===== src/rtl/ram_n_clr.sv =====
`default_nettype none
// ============================================================================
// Module   : ram_n_clr
// Brief    : 2**ADDR_W x WIDTH register-file RAM with two combinational read
//            ports and a one-word-per-cycle bulk-clear sweep.
// Revision : 1.0
// ============================================================================
module ram_n_clr #(
    parameter int WIDTH  = 16,
    parameter int ADDR_W = 3
) (
    input  logic                                   clock,
    input  logic                                   reset,
    input  logic [WIDTH-1:0]                       in,
    input  logic [((ADDR_W > 0) ? ADDR_W : 1)-1:0] address,
    input  logic                                   load,
    input  logic [((ADDR_W > 0) ? ADDR_W : 1)-1:0] address_b,
    input  logic                                   clear,
    output logic [WIDTH-1:0]                       out,
    output logic [WIDTH-1:0]                       out_b,
    output logic                                   busy
);

    localparam int c_aw    = (ADDR_W > 0) ? ADDR_W : 1;
    localparam int c_depth = 1 << ADDR_W;

    typedef enum logic [0:0] {
        ST_IDLE     = 1'b0,
        ST_CLEARING = 1'b1
    } state_t;

    state_t                          r_state;
    state_t                          w_state_next;
    logic   [c_aw-1:0]               r_ptr;
    logic   [c_aw-1:0]               w_ptr_next;
    logic   [c_depth-1:0][WIDTH-1:0] r_mem;
    logic   [c_depth-1:0]            w_wr_en;
    logic   [c_depth-1:0]            w_clr_en;
    logic   [c_aw-1:0]               w_addr_a;
    logic   [c_aw-1:0]               w_addr_b;

    // A zero-bit address still arrives as one port bit; it must not select anything.
    assign w_addr_a = (ADDR_W == 0) ? '0 : address;
    assign w_addr_b = (ADDR_W == 0) ? '0 : address_b;

    assign busy = (r_state == ST_CLEARING);

    always_ff @(posedge clock or posedge reset) begin
        if (reset) begin
            r_state <= ST_IDLE;
            r_ptr   <= '0;
        end else begin
            r_state <= w_state_next;
            r_ptr   <= w_ptr_next;
        end
    end

    always_comb begin
        w_state_next = r_state;
        w_ptr_next   = r_ptr;
        case (r_state)
            ST_IDLE: begin
                if (clear) begin
                    w_state_next = ST_CLEARING;
                    w_ptr_next   = '0;
                end
            end
            ST_CLEARING: begin
                if (r_ptr == c_aw'(c_depth - 1)) begin
                    w_state_next = ST_IDLE;
                    w_ptr_next   = '0;
                end else begin
                    w_ptr_next = r_ptr + 1'b1;
                end
            end
            default: begin
                w_state_next = ST_IDLE;
                w_ptr_next   = '0;
            end
        endcase
    end

    // User writes are locked out for the whole sweep; the sweep owns the array.
    always_comb begin
        w_wr_en  = '0;
        w_clr_en = '0;
        for (int i = 0; i < c_depth; i++) begin
            w_wr_en[i]  = load && (r_state == ST_IDLE) && (w_addr_a == c_aw'(i));
            w_clr_en[i] = (r_state == ST_CLEARING) && (r_ptr == c_aw'(i));
        end
    end

    always_ff @(posedge clock or posedge reset) begin
        if (reset) begin
            r_mem <= '0;
        end else begin
            for (int i = 0; i < c_depth; i++) begin
                if (w_clr_en[i]) begin
                    r_mem[i] <= '0;
                end else if (w_wr_en[i]) begin
                    r_mem[i] <= in;
                end
            end
        end
    end

    always_comb begin
        out   = '0;
        out_b = '0;
        for (int i = 0; i < c_depth; i++) begin
            if (w_addr_a == c_aw'(i)) begin
                out = r_mem[i];
            end
            if (w_addr_b == c_aw'(i)) begin
                out_b = r_mem[i];
            end
        end
    end

endmodule
`default_nettype wire


===== config.mk =====
export PLATFORM = sky130hd
export DESIGN_NAME = ram_n_clr
export DESIGN_NICKNAME = d
export VERILOG_FILES = /design/src/rtl/ram_n_clr.sv
export SDC_FILE = /design/constraint.sdc
export NUM_CORES = 1
export LEC_CHECK = 0
export BUFFER_PORTS_ARGS = -buffer_cell sky130_fd_sc_hd__buf_2
export CAP_MARGIN = 20
export CELL_PAD_IN_SITES_DETAIL_PLACEMENT = 1
export CELL_PAD_IN_SITES_GLOBAL_PLACEMENT = 1
export CORE_MARGIN = 1
export CORE_UTILIZATION = 48
export CTS_CLUSTER_DIAMETER = 100
export DETAILED_ROUTE_END_ITERATION = 16
export PLACE_DENSITY_LB_ADDON = 0.25
export SLEW_MARGIN = 25
export SYNTH_ARGS = -nofsm -noshare
export SYNTH_HDL_FRONTEND = slang
export SYNTH_SLANG_ARGS = --single-unit

===== constraint.sdc =====
create_clock -name clock -period 4.4 [get_ports clock]
set_input_delay 0.44 -clock clock [delete_from_list [all_inputs] [get_ports clock]]
set_output_delay 0.44 -clock clock [all_outputs]
set_load 0.005 [all_outputs]

======== Yosys cells after proc, flatten, opt, wreduce, memory -nomap -nowiden ========
Index checks and enable logic that the tools add are counted.
storage, ports and cells
  flip-flop bits (word level) ............. 132
  output and inout bits ................... 33
  logic and storage cells ................. 100
  input port bits ......................... 26
cells by class
  mux-type cells .......................... 38
  bitwise operators ....................... 1
  eq/ne operators ......................... 22
  reductions and logical operators ........ 28
  $add $sub $neg .......................... 1
operator list
  operator                                       count
  2-to-1 mux 16 bit                              32
  == test 3 bit, second input constant           12
  == test 3 x 2 -> 1 bit, second input constant  6
  logical AND 1 bit                              17
  nonzero test 2 bit                             8
  == test 3 x 1 -> 1 bit, second input constant  3
  zero test 3 bit                                3
  2-to-1 mux 3 bit                               2
  case mux 3 bit (2 select lines)                1
  adder 3 x 1 -> 3 bit, second input constant    1
  2-to-1 mux 1 bit                               2
  inequality test 2 bit, second input constant   1
  case mux 1 bit (2 select lines)                1
  NOT 1 bit                                      1

======== Longest topological paths before layout ========
Gate-level depths: netlist of run 1.
  word-level depth ........................ 9
  gate-level depth with buffers ........... 6
  depth with buffers taken out ............ 5

======== Worst setup path after synthesis of run 1 ========
No wires, ideal clock.
  path kind ............................... input to output
  start point ............................. in address[1] (netlist bit)
  end point ............................... out out[0]
  data required time ...................... 3.960 ns
  stages .................................. 5
  buffers on the path ..................... 2
  setup slack ............................. 2.445 ns
  arrival ................................. 1.515 ns
  path through ............................ buf_2 > buf_4 > or3b_1 > a32o_1 > a32oi_1
on the way
  longest elaborated chain between the ends .. 9
  elaborated cells on any way between the ends .. 16
  classes of those cells .................. eq/ne (7); mux (8); reduce/logical (1)
RTL lines
  what                            line  text
  start: declaration              15    input logic [((ADDR_W > 0) ? ADDR_W : 1)-1:0] address,
  zero test 3 bit                 111   if (w_addr_a == c_aw'(i)) begin
  2-to-1 mux 16 bit (7 in a row)  111
  2-to-1 mux 16 bit *             111
  end: declaration                19    output logic [WIDTH-1:0] out,
Every way passes the cells marked *; elsewhere a longest branch is shown, timed or not.

======== Worst setup path in the final report of run 1 ========
  start point ............................. in address[2] (netlist bit)
  end point ............................... out out[2]
The elaborated chain is that of the path after synthesis.

==> results of run 1 <==
cells by family after synthesis:
group,Yosys count,share of synthesized area (%)
AND/OR/NAND/NOR,231,15.0
adder cells (fa/ha/maj),6,0.946
flip-flops,132,41.6
multiplexers,184,25.2
AO/OA/AOI/OAI,122,11.5
buffers and inverters,89,5.77
worst max path at each step:
stage	startpoint	end	slack [ps]	cells past startpoint
6_report	address[2]	out[2]	1470	6
5_1_grt	address[1]	out[11]	1380	5
4_1_cts	address[1]	out[11]	1500	5
3_5_place_dp	address[1]	out[11]	1510	5
3_3_place_gp	address[1]	out[11]	1540	5
2_1_floorplan	reset	busy	430	1
synthesized netlist by cell type:
library cell / n
ha_1: 6
or2_2: 1
a32o_1: 13
nand3b_4: 1
inv_1: 21
nand3_1: 3
and3_1: 1
a22o_1: 13
nand2b_1: 2
dfrtp_1: 132
nor2b_1: 25
mux4_2: 12
nor3b_1: 2
mux2_2: 6
or3_1: 2
mux2i_1: 166
buf_1: 1
nand3b_1: 17
nor3b_2: 1
nor2_2: 1
nor4bb_1: 1
o31ai_1: 2
buf_2: 18
and2_0: 1
or3b_1: 26
a211o_1: 1
a2bb2oi_1: 1
o21ai_0: 27
buf_6: 6
buf_4: 15
o22a_1: 12
a22oi_1: 14
nor2_1: 1
a21oi_1: 14
clkbuf_1: 28
a32oi_1: 25
nand2_1: 145
or3b_2: 1
layout make-up:
| cell class | count | area (sq um) | share of cell area (%) |
|---|---|---|---|
| Timing Repair Buffer | 75 | 450 | 5.10 |
| Clock buffer | 18 | 429 | 4.85 |
| Inverter | 21 | 81.3 | 0.920 |
| Clock inverter | 14 | 114 | 1.29 |
| Tap cell | 216 | 270 | 3.06 |
| Sequential cell | 132 | 3300 | 37.4 |
| Multi-Input combinational cell | 543 | 4190 | 47.4 |
layout by cell type (no fill, tap or decap), types with 20 or more instances in the layout:
cell / count
o21ai_0: 27
or3b_1: 26
a32oi_1: 25
buf_2: 58
inv_1: 20
mux2i_1: 166
dfrtp_1: 132
nand2_1: 145
nor2b_1: 25
power breakdown:
| group | switching, mW | internal, mW |
|---|---|---|
| registers | 0.472 | 1.72 |
| logic | 0.895 | 0.756 |
| clock network | 0.556 | 0.770 |
metal layers:
metal  routed length (um)  track usage (%)  part of all wire, %
met5                    0                0                    0
met4                  502             11.4                  2.1
met3                 1520             6.72                  6.2
met2                11900             49.9                   49
met1                10500             40.7                   43
sequential cells by signal, summed over array words and instances, names as in the netlist:
signal / count
r_mem: 128
r_ptr: 3
busy: 1
critical path, cell delays in order:
cell and delay, ps:
buf_2 690, buf_4 480, a22oi_1 160, a32o_1 270, a32oi_1 240, buf_2 170
==> out/metrics.yaml, run 1 <==
status: "finished, final reports clean"
routed-via-count: 6423
grtUsageTotal_pct: 30.8
row_count: 46
finalInstanceArea_sq_mm: 0.00884
avgSynthCellArea_sq_um: 10.4
grt_pass1_vias: 6769
min_period_ps: 2930
grt_pass1_wl_um: 38700
h-tree-depth: 4
path_clk_slew_ps: 60
arrival_ps: 2490
drt_wl_total_um: 24500
slew_headroom_pct: 25.6
fin_nets: 822
core_sq_mm: 0.0160
finClkSkew_ps: 5.12
clk_latency_ps: 430
start_util_pct: 49.6
routedWlPerCell_um: 24.0
setup-tns-final_ps: 0
nFillCells: 1794
total_power_mw: 5.17
cts.sinks: 132
cts_max_path_buffers: 2
place_ws_ps: 1510
drt_first_pass_iters: 5
viasPerCell: 6.30
synth_area_sq_mm: 0.00794
drv_slew: 0
p_per_area_mw_per_mm2: 585
die_x_um: 131
drive_above_1_share_pct: 16.6
syn_nets: 796
tightest_slew_ps: 1110
grt_overflow_total: 0
first_iter_violations: 435
grt_max_degree: 87
r2r_start: "busy"
rsz0062_at_grt: "false"
synth.area.top_cells: "dfrtp_1, mux2i_1, nand2_1, mux4_2, or3b_1"
reg2reg_depth: 4
insertedDiodeCount: 0
p_leak_nw: 4.19
post_cts_buffers: 0
hp-class: "in2async"
cap_violations: 0
dp_hpwl_um: 15100
die-height_um: 131
worst-path-max-fanout: 51
synth_top_area_share_pct: 41.6
worstSetupPathType: "in2out"
yosysTopAreaCell: "dfrtp_1"
setup_ws_ps: 1470
setup_viol: 0
antenna_found_initial: 0
min_period_over_period_pct: 66.5
post-route-util_pct: 55.2
gp_congestion: 0.824
syn2layout_area_growth_pct: 11.4
ant_nets: 0
peakVddDrop_mv: 0.312
dieArea_sq_mm: 0.0171
io_buffers: 58
critPathLaunchType: "primary input"
ys_ff_latch: 132
worstSetupEndpointType: "output port"
cts_buffers: 17
max_freq_mhz: 342
ios: 59
post_cts_resized: 0
route.detailed.drc: 0
root_buffer: "clkbuf_16"
reg2reg_setup_slack_ps: 2140
cts_tree: "done"
dp.cells: 986
place_area_sq_mm: 0.00828
worstPathRequired_ps: 3960
ys_types: 38
synth_warnings: 0
ctsHoldBuffers: 0
finalHoldViolations: 0
yosysSeqAreaShare_pct: 41.6
layout.cells.non_filler: 1019
holdWs_ps: 95.7
rr_endpoint: "r_mem[71]"
syn_inst: 764
(Power assumes the default switching activity.)
==> run 2, diff against run 1 <==
clock period = 2.9 ns   (was 4.4 ns; I/O delays follow)
==> run 2 against run 1 <==
Against the previous run:
- highest routed layer unchanged
- design area rose by 1.7%
- worst hold slack got worse by 100 ps
- critical endpoint is now out[10]
- global-route usage rose by 0.85 points
- register-to-register slack got worse by 1400 ps
- sequential power rose by 51%
- combinational power rose by 56%
- critical path type unchanged
- largest power group unchanged
- clock skew rose by 5.5 ps
- clock-buffer cell count rose by 9
- the flow now finishes with violations (hold timing)
- power rose by 53%
- non-clock buffer count rose by 21
- via count rose by 0.61%
- worst setup slack got worse by 870 ps
==> out/metrics.yaml, run 2 (synthesized netlist as in run 1, its figures left out) <==
min_period_ps: 2290
largest_register: "r_mem"
cts_tree: "done"
hp-class: "in2async"
post_cts_buffers: 0  # unchanged
ant_nets: 0  # unchanged
wl_met1_um: 11000  # +4.3%
routedWlPerCell_um: 24.3  # +1.4%
viasPerCell: 6.22  # -1.3%
setup-tns-final_ps: 0  # unchanged
syn2layout_area_growth_pct: 13.2
cap_violations: 0  # unchanged
drt_wl_total_um: 25300  # +3.4%
die_x_um: 131  # unchanged
grtUsageTotal_pct: 31.7  # +0.85 points
clk_latency_ps: 420  # about the same
route.detailed.drc: 0  # unchanged
finClkSkew_ps: 10.6  # +5.47 ps
multiInputGateArea_sq_mm: 0.00419  # -0.12%
cts_max_path_buffers: 2  # unchanged
grt_pass1_wl_um: 39700  # +2.6%
cts_buffers: 17  # unchanged
root_buffer: "clkbuf_16"
dieArea_sq_mm: 0.0171  # unchanged
drive_above_1_share_pct: 18.1  # +1.5 points
startpoint: "address[1]"
rsz0062_at_grt: "false"
post-route-util_pct: 56.2  # +0.91 points
insertedDiodeCount: 0  # unchanged
grt_overflow_total: 0  # unchanged
largest_reg_flops: 128  # unchanged
critPathLaunchType: "primary input"
cts.sinks: 132  # unchanged
start_util_pct: 49.6  # unchanged
dr.max_layer_used: "met4"
ctsHoldBuffers: 0  # unchanged
finalHoldViolations: 2  # +2
nFillCells: 1791  # -0.17%
peakVddDrop_mv: 0.467  # +50%
max_freq_mhz: 436
grt_pass1_vias: 6957  # +2.8%
gp_congestion: 0.829  # +0.64%
path_clk_slew_ps: 50  # about the same
row_count: 46  # unchanged
routed-via-count: 6462  # +0.61%
post_cts_resized: 0  # unchanged
status: "finished, violations left"
p_leak_nw: 4.29  # +2.3%
reg2reg_depth: 4  # unchanged
fin_nets: 843  # +2.6%
grt_max_degree: 133  # +53%
min_period_over_period_pct: 79.1
arrival_ps: 2000  # -490 ps
r2r_start: "busy"
holdWs_ps: -8.39  # -104 ps
antenna_found_initial: 0  # unchanged
worst-path-max-fanout: 35  # -31%
ios: 59  # unchanged
worstSetupEndpointType: "output port"
slew_headroom_pct: 36.3  # +11 points
worstPathRequired_ps: 2610  # -1350 ps
tightest_slew_ps: 954  # -159 ps
first_iter_violations: 380  # -13%
violations: "hold timing"
io_buffers: 58  # unchanged
p_per_area_mw_per_mm2: 880  # +50%
drt_first_pass_iters: 5  # unchanged
layout_common_cells: "mux2i_1, nand2_1, dfrtp_1"
core_sq_mm: 0.0160  # unchanged
wl_met2_um: 12400  # +3.8%
h-tree-depth: 4  # unchanged
worstSetupPathType: "in2out"
die-height_um: 131  # unchanged
drv_slew: 0  # unchanged
regArea_sq_mm: 0.00330  # unchanged
dp_hpwl_um: 15900  # +5.6%
routed-wl-met3_um: 1130  # -25%
setup_viol: 0  # unchanged
final_common_cell: "mux2i_1"
-- run 2: changes by cell type in the layout (fill, tap and decap cells not counted) --
cell,before,now
inv_4,1,0
clkinv_4,2,0
buf_4,14,36
bufinv_16,1,0
clkbuf_1,1,4
nand3_2,1,0
inv_6,1,0
clkbuf_8,0,6
clkinvlp_4,3,1
clkinv_2,7,4
buf_8,1,0
nand3_1,2,3
-- run 2: critical path: stages --
cell,delay (ps)
buf_2,580
buf_4,370
a22oi_1,150
a32o_1,260
a32oi_1,180
buf_2,150
-- run 2: path summary, 6_finish.rpt --
path / end / slack (ps)
max: out[10] / 610
min: r_ptr[2] / -8
max reg2reg: r_mem[63] / 740
min reg2reg: r_ptr[0] / 540
max in group asynchronous: r_mem[95] / 2210
min in group clock: r_ptr[2] / 80
-- run 2: layout make-up --
class | count | area share (%)
well taps | 216 | 3.01
multi-input cells | 543 | 46.6
clock inverters | 4 | 0.223
repair buffers | 96 | 6.68
inverters | 21 | 0.919
clock buffers | 27 | 5.82
flip-flops and latches | 132 | 36.8
-- run 2: stage by stage --
stage               power [mW]  hold WS [ps]  worst slack (ps)  cells  cell area (sq um)
finish                    7.91         -8.39               606   1039               8990
global route              8.35           102               474   1039               8990
CTS                       7.91          78.2               623   1039               8990
detailed placement        5.85           519               616   1008               8440
global placement          5.61           511               691   1008               8440
floorplan                 4.86           376               973    764               7940
-- run 2: where the power goes --
group	internal [mW]	switching, mW
clock	1.22	0.805
combinational	1.19	1.38
sequential	2.61	0.698
-- run 2: routing by layer --
metal,vias to the layer above,track usage (%)
met2,212,51.9
li1,2841,-
met4,0,14.4
met3,56,5.01
met1,3353,41.4
met5,-,0
==> run 3, diff against run 2 <==
CORE_UTILIZATION = 44   (was 48)
clock period = 2 ns   (was 2.9 ns; I/O delays follow)
==> run 3 against run 2 <==
Against the previous run:
- the run now ends clean
- design area grew 3.0%
- sequential cell count is the same
- utilization shrank 3.2 points
- non-clock buffer count grew 22
- sequential share of layout area shrank 1.1 points
- first-iteration DRC count grew 15%
- via count grew 1.6%
- global-route usage shrank 2.3 points
- clock skew shrank 3.8 ps
- power grew 47%
==> out/metrics.yaml, run 3 (synthesized netlist as in run 1, its figures left out) <==
die_x_um: 136  # +4.4%
worstPathRequired_ps: 1800  # -810 ps
dp_hpwl_um: 17000  # +6.9%
gp_congestion: 0.815  # -1.6%
worstSetupEndpointType: "output port"
p_per_area_mw_per_mm2: 1250  # +43%
nFillCells: 1940  # +8.3%
min_period_ps: 1950
wl_met2_um: 13000  # +4.7%
clk_latency_ps: 420  # about the same
start_util_pct: 45.4  # -4.2 points
arrival_ps: 1750  # -250 ps
cts.sinks: 132  # unchanged
final_common_cell: "mux2i_1"
grt_max_degree: 65  # -51%
p_leak_nw: 4.41  # +3.0%
route.detailed.drc: 0  # unchanged
path_clk_slew_ps: 50  # about the same
core_sq_mm: 0.0175  # +9.2%
grt_pass1_vias: 7082  # +1.8%
grt_overflow_total: 0  # unchanged
largest_reg_flops: 128  # unchanged
dieArea_sq_mm: 0.0186  # +9.0%
holdPathStages: 3
wl_met1_um: 11200  # +2.0%
largest_register: "r_mem"
status: "finished, final reports clean"
drive_above_1_share_pct: 19.6  # +1.5 points
dr.max_layer_used: "met4"
pwr-share-comb_pct: 33.4  # +0.9 points
cts_max_path_buffers: 2  # unchanged
drv_slew: 0  # unchanged
min_period_over_period_pct: 97.6
switchingPower_mw: 4.17  # +44%
p_seq_share_pct: 41.0  # -0.9 points
h-tree-depth: 4  # unchanged
routed-via-count: 6568  # +1.6%
cts_tree: "done"
insertedDiodeCount: 0  # unchanged
worstSetupPathType: "reg2out"
reg2reg_depth: 4  # unchanged
holdWs_ps: 168  # +176 ps
p_int_mw: 7.45  # +48%
ant_nets: 0  # unchanged
cap_violations: 0  # unchanged
routedWlPerCell_um: 24.2  # -0.49%
drt_wl_total_um: 25900  # +2.6%
grtUsageTotal_pct: 29.4  # -2.3 points
finalHoldViolations: 0  # -2
worst-path-max-fanout: 3  # -91%
peakVddDrop_mv: 0.809  # +73%
reg2reg_setup_slack_ps: 370  # -370 ps
critPathLaunchType: "flip-flop"
startpoint: "r_mem[18]"
slew_headroom_pct: 63.6  # +27 points
finClkSkew_ps: 6.74  # -3.85 ps
drt_first_pass_iters: 5  # unchanged
hp-class: "in2reg"
setup_viol: 0  # unchanged
fin_nets: 865  # +2.6%
root_buffer: "clkbuf_16"
antenna_found_initial: 0  # unchanged
viasPerCell: 6.13  # -1.4%
first_iter_violations: 437  # +15%
post-route-util_pct: 53.0  # -3.2 points
r2r_start: "busy"
grt_pass1_wl_um: 40000  # +0.83%
sw_frac_of_total_pct: 35.9  # -0.61 points
rr_endpoint: "r_mem[65]"
routed-wl-met3_um: 1080  # -4.5%
max_freq_mhz: 513
power.share.clock_pct: 25.6  # about the same
min-delay-start: "in[15]"
io_buffers: 58  # unchanged
row_count: 48  # +4.3%
cts_buffers: 17  # unchanged
layout_common_cells: "mux2i_1, nand2_1, dfrtp_1"
ios: 59  # unchanged
die-height_um: 136  # +4.4%
tightest_slew_ps: 545  # -409 ps
hold_end: "r_mem[31]"
syn2layout_area_growth_pct: 16.6
==> run 3: cell count changes in the layout (fill, tap and decap cells not counted), sizes merged <==
cell,delta
buf,+20
bufinv,+1
clkbuf,+2
clkinv,-3
clkinvlp,+1
dlygate4sd3,+2
==> run 3: worst max-delay path by stage <==
stage               slack, ps  depth (start not counted)  endpoint
finish                     50                          4    out[2]
global route              -10                          4    out[2]
CTS                        30                          3    out[4]
detailed placement        110                          6    out[7]
global placement          150                          6    out[3]
floorplan                 160                          1      busy
==> run 3: power groups by stage <==
stage / Sequential (mW) / Combinational (mW) / Clock, mW
6_report: 4.77 / 3.87 / 2.97
5_1_grt: 4.89 / 4.25 / 3.12
4_1_cts: 4.74 / 3.85 / 3.01
3_5_place_dp: 4.76 / 3.80 / 0
3_3_place_gp: 4.68 / 3.56 / 0
2_1_floorplan: 4.42 / 2.62 / 0
==> run 3: stage by stage <==
| step | worst slack (ps) | instances | cell area [sq um] | total power, mW | TNS [ps] |
|---|---|---|---|---|---|
| CTS | 25.4 | 1066 | 9220 | 11.6 | 0 |
| detailed placement | 113 | 1032 | 8640 | 8.56 | 0 |
| finish | 49.0 | 1071 | 9260 | 11.6 | 0 |
| global placement | 148 | 1032 | 8640 | 8.23 | 0 |
| global route | -13.7 | 1071 | 9260 | 12.3 | -13.7 |
| floorplan | 163 | 764 | 7940 | 7.04 | 0 |
==> run 3: metal layers <==
layer,global-route usage (%),vias to the layer above
met2,49.9,187
met4,12.3,0
li1,-,2895
met5,0,-
met3,5.15,50
met1,36.7,3436
==> run 3: cell type report <==
class	instances	area (sq um)	share of cell area, %
clock inverters	3	42.5	0.460
clock buffers	29	510	5.52
flip-flops and latches	132	3300	35.7
well taps	225	282	3.04
multi-input cells	543	4190	45.3
repair buffers	118	846	9.14
inverters	21	82.6	0.892
==> run 3: repair_timing <==
action | in CTS | in global routing
resized for setup | 0 | 1
endpoints found under the setup margin | 0 | 6
endpoints found under the hold margin | 20 | 0
setup buffers | 0 | 5
hold buffers | 2 | 0
==> run 3: worst max-delay path, cell delays in order, from the launching register on <==
cell     delay (ps)
dfrtp_1         390
or3b_1          360
a32o_1          270
a32oi_1         180
buf_2           140
